**src/rtl/leaf_user_port_fifo.sv**
```systemverilog
// Elastic first-word-fall-through buffer between a user kernel output stream and leaf_interface.
// ack_out/vld_out decode registered state plus flush; every other output is a register.
module leaf_user_port_fifo #(
  parameter int unsigned PAYLOAD_BITS = 32,
  parameter int unsigned DEPTH_BITS   = 4
) (
  input  logic                    clk_user,
  input  logic                    reset_n,
  input  logic                    flush,
  input  logic [PAYLOAD_BITS-1:0] din,
  input  logic                    vld_in,
  output logic                    ack_out,
  output logic [PAYLOAD_BITS-1:0] dout,
  output logic                    vld_out,
  input  logic                    ack_in,
  output logic [DEPTH_BITS:0]     count,
  output logic [31:0]             xfer_cnt,
  output logic                    ovf_sticky
);

  localparam int unsigned DEPTH = 1 << DEPTH_BITS;
  localparam int unsigned PTR_W = DEPTH_BITS + 1;

  logic [PAYLOAD_BITS-1:0] mem [DEPTH];
  logic [PTR_W-1:0]        wp;
  logic [PTR_W-1:0]        rp;
  logic [PTR_W-1:0]        wp_nxt;
  logic [PTR_W-1:0]        rp_nxt;
  logic [PAYLOAD_BITS-1:0] head_nxt;
  logic                    rdy;
  logic                    full;
  logic                    empty;
  logic                    push;
  logic                    pop;

  assign empty   = (wp == rp);
  assign full    = (wp[DEPTH_BITS-1:0] == rp[DEPTH_BITS-1:0]) && (wp[DEPTH_BITS] != rp[DEPTH_BITS]);
  assign ack_out = rdy && !full && !flush;
  assign vld_out = !empty && !flush;
  assign push    = vld_in && ack_out;
  assign pop     = vld_out && ack_in;

  // Next pointers and the word that will sit at the head after this edge.
  always_comb begin
    wp_nxt   = wp;
    rp_nxt   = rp;
    head_nxt = dout;
    if (flush) begin
      wp_nxt = '0;
      rp_nxt = '0;
    end else begin
      if (push) wp_nxt = wp + PTR_W'(1);
      if (pop)  rp_nxt = rp + PTR_W'(1);
    end
    if (push && (wp == rp_nxt)) head_nxt = din;
    else                        head_nxt = mem[rp_nxt[DEPTH_BITS-1:0]];
  end

  // Storage is intentionally left out of reset.
  always_ff @(posedge clk_user) begin
    if (push) mem[wp[DEPTH_BITS-1:0]] <= din;
  end

  // rdy holds ack_out low until the first edge after reset release.
  always_ff @(posedge clk_user or negedge reset_n) begin
    if (!reset_n) begin
      wp         <= '0;
      rp         <= '0;
      rdy        <= 1'b0;
      count      <= '0;
      xfer_cnt   <= '0;
      ovf_sticky <= 1'b0;
      dout       <= '0;
    end else begin
      wp       <= wp_nxt;
      rp       <= rp_nxt;
      rdy      <= 1'b1;
      count    <= wp_nxt - rp_nxt;
      dout     <= head_nxt;
      xfer_cnt <= xfer_cnt + 32'(pop);
      if (flush)                  ovf_sticky <= 1'b0;
      else if (vld_in && !ack_out) ovf_sticky <= 1'b1;
    end
  end

endmodule

```
**config.mk**
```make
export PLATFORM = sky130hd
export DESIGN_NAME = leaf_user_port_fifo
export DESIGN_NICKNAME = d
export VERILOG_FILES = /design/src/rtl/leaf_user_port_fifo.sv
export SDC_FILE = /design/constraint.sdc
export NUM_CORES = 1
export LEC_CHECK = 0
export CORE_ASPECT_RATIO = 2
export CORE_MARGIN = 10
export CORE_UTILIZATION = 40
export DETAILED_ROUTE_END_ITERATION = 16
export PLACE_DENSITY_LB_ADDON = 0.12
export SYNTH_ARGS = -nofsm -noshare
export SYNTH_HDL_FRONTEND = slang
export SYNTH_SLANG_ARGS = --single-unit
export TNS_END_PERCENT = 20
```
**constraint.sdc**
```tcl
create_clock -name clk_user -period 11.8 [get_ports clk_user]
set_clock_uncertainty 0.1 [all_clocks]
set_input_delay 2.95 -clock clk_user [delete_from_list [all_inputs] [get_ports clk_user]]
set_output_delay 2.95 -clock clk_user [all_outputs]
set_load 0.005 [all_outputs]
```
==> impl_metrics.toml <==
[grt]
antenna_found_initial = 3
grt_pass1_vias = 13770
grt_max_degree = 91
gr-total-overflow = 0
grt_pass1_wl_um = 88270
grt_use_total_pct = 17.10

[timing]
fmax_mhz = 125.2
rsz0062_at_grt = "false"
tns_ns = 0
worst_pin_slew_ns = 1.032
min_period_over_period_pct = 67.68
relSlewSlack_pct = 31.12
fin_hold_ws_ns = 0.3797
fin_crit_ns = 7.986
setup_viol = 0
setup_ws_ns = 3.814
hold_viol = 0
finalMaxSlewViolations = 0

[power_and_ir_drop]
peakVddDrop_mv = 0.1250
power_density_nw_per_um2 = 188.0
leakage_uw = 0.009427

[cells_and_area]
drive_above_1_share_pct = 11.85
areaGrowthSynthToFinish_pct = 15.99
regArea_um2 = 17400
multi_input_area_um2 = 5570
finalNetCount = 1660
fillers = 5018

[clocking]
clk_latency_ns = 0.60
cts_setup_buffers = 0
cts_tree = "built"
numCtsBuffers = 53
cts_sinks = 593
cts.path.max_buffers = 3
cts.repair.resized = 0
clkTransAtPathRegs_ns = 0.06
root_buffer = "clkbuf_16"
cts_max_level = 2
cts_hold_buf = 0

[worst_setup_path]
critPathSlowestCell = "clkdlybuf4s50_1"
endpoint_kind = "output pin"
max_stage_delay_ns = 1.05
cp_max_fo = 19
worstSetupPathType = "input port to output pin"
worstPathRequired_ns = 8.75
worstRegToRegCells = 10
worst_path_most_repeated_cell = "clkdlybuf4s50_1"
path_cells = "clkdlybuf4s50_1 > inv_1 > o211a_1 > clkdlybuf4s50_1"
start_kind = "input port"
crit_arrival_ns = 4.94

[placed_design]
io_buffer_count = 108
post-place-ws_ns = 3.871
dpl.hpwl_um = 32000
place.gp.congestion = 0.7473

[drt]
drt_iter0_drc = 754
firstDrtPassIters = 5
post_drt_wl_per_cell_um = 24.59
drc = 0
ant_nets = 0
via_per_inst = 5.409
wirelength_um = 59420
vias = 13070

[yosys]
syn_area_um2 = 23360
yosys-top-cells-area = "edfxtp_1 66%, dfrtp_1 8.7%, nand2_1 4.6%"
yosys_warnings = 0
yosysTopAreaCell = "edfxtp_1"
synth_nets = 1541
netlist.area_leader.share_pct = 65.82
synth.lib_cells_used.distinct = 58
syn_inst = 1492
synth_edf_count = 512
ys_ff_latch = 593
ys_async_sr_fraction_pct = 13.66
synth-main-ff-cell = "edfxtp_1"
seq_area_frac_synth_pct = 74.49
syn_avg_cell_area_um2 = 15.66

[run]
max_cap_viol_count = 0

[floorplanning]
start_util_pct = 40.26
ios = 109
die_y_um = 361.8
design.core.area_um2 = 58020
fp.dieW_um = 190.9
rows = 125
die-area_um2 = 69050

[status]
status = "complete, no violations"

[min_path]
holdPathStages = 1
hold_path_class = "register to register"
final timing paths:
path,slack (ns),from,endpoint
setup reg to reg,6.85,rp[0],dout[0]
max in group asynchronous,8.17,reset_n,xfer_cnt[31]
hold / removal,0.38,xfer_cnt[31],xfer_cnt[31]
min in group asynchronous,2.19,reset_n,dout[9]
setup / recovery,3.81,flush,ack_out
hold reg to reg,0.38,xfer_cnt[31],xfer_cnt[31]
layer usage:
layer  part of all wire [%]  GRT usage [%]  vias up
met5                  0.045              0        -
met1                     38          19.50     6802
li1                       -              -     5879
met3                    4.2          2.528       93
met2                     55          31.76      296
met4                    2.8          5.471        4
kinds of logic after synthesis:
family	share of synthesized area, %
muxes	6.417
and+or+nand+nor	9.647
xor gates and xnor gates	1.902
other	0.01605
buffers and inverters	2.362
DFF	74.49
adders and majority gates	0.6749
AOI/OAI and AO/OA	4.489
sequential cells by signal (all words and copies together) (netlist names):
register and flops:
dout 32, wp 5, ovf_sticky 1, xfer_cnt 32, rdy 1, count 5, mem 512, rp 5
worst max-delay path: cells and delay by family:
family	cells	cell delay (ns)
compound gates	1	0.22
buf+inv	3	1.76
final cells by class:
type | instances | area share (%)
Tap cell | 762 | 3.519
Multi-Input combinational cell | 804 | 20.56
Inverter | 17 | 0.2355
Antenna cell | 1 | 0.009235
Clock inverter | 20 | 0.8681
Clock buffer | 78 | 5.574
Sequential cell | 593 | 64.22
Timing Repair Buffer | 142 | 5.015
cell usage in the layout, fill, tap and decap left out, types with 3 or more instances in the layout:
cell               n
nor2_4            14
clkbuf_8           9
a21oi_1            6
xnor2_1           32
bufinv_16          5
mux2i_1           53
nor2_1            48
dfrtp_1           81
nor3_1             3
nor3_2             4
edfxtp_1         512
and4_1             3
clkdlybuf4s50_1  107
nand4_1           31
inv_2              4
clkinv_1           3
a31oi_1           65
a22oi_1           11
inv_1             13
mux4_2            43
nand3_1          101
clkinv_2           7
clkbuf_16         53
ha_1              11
nand2_1          285
and2_1             3
buf_4             33
clkbuf_1          16
a21o_1             3
and3_1             8
o221a_1           21
a32oi_1           10
xor2_1            14
stage by stage:
step | total power, uW | area [um2] | utilization [%] | std cells
2_1_floorplan | 3067 | 23360 | - | 1492
3_5_place_dp | 3402 | 25350 | 43.69 | 2318
4_1_cts | 5156 | 27090 | 46.69 | 2416
6_report | 5093 | 27100 | 46.70 | 2417
3_3_place_gp | 3392 | 25350 | 43.69 | 2318
5_1_grt | 5309 | 27100 | 46.70 | 2417
Yosys cell counts, drive strengths merged (2+ instances only):
library cell / n
xor2: 15
o221a: 21
ha: 11
and2: 4
nor3: 8
a31oi: 65
nand2: 285
nor2b: 2
and3: 8
o211ai: 2
mux2i: 53
a21oi: 7
o21ai: 5
buf: 42
a211oi: 3
and4: 3
edfxtp: 512
o2111a: 2
a32oi: 10
clkbuf: 36
nor3b: 3
dfrtp: 81
xnor2: 34
inv: 17
a22oi: 11
nor2: 62
a21o: 3
mux4: 43
nand4: 32
nand3: 101
where the power goes:
group          total [uW]  switching [uW]  internal [uW]
Clock                1760             761            996
Sequential           2390            45.8           2340
Combinational         950             550            400
Total                5090            1360           3740
Note: power is estimated with default switching activity, not from simulation.
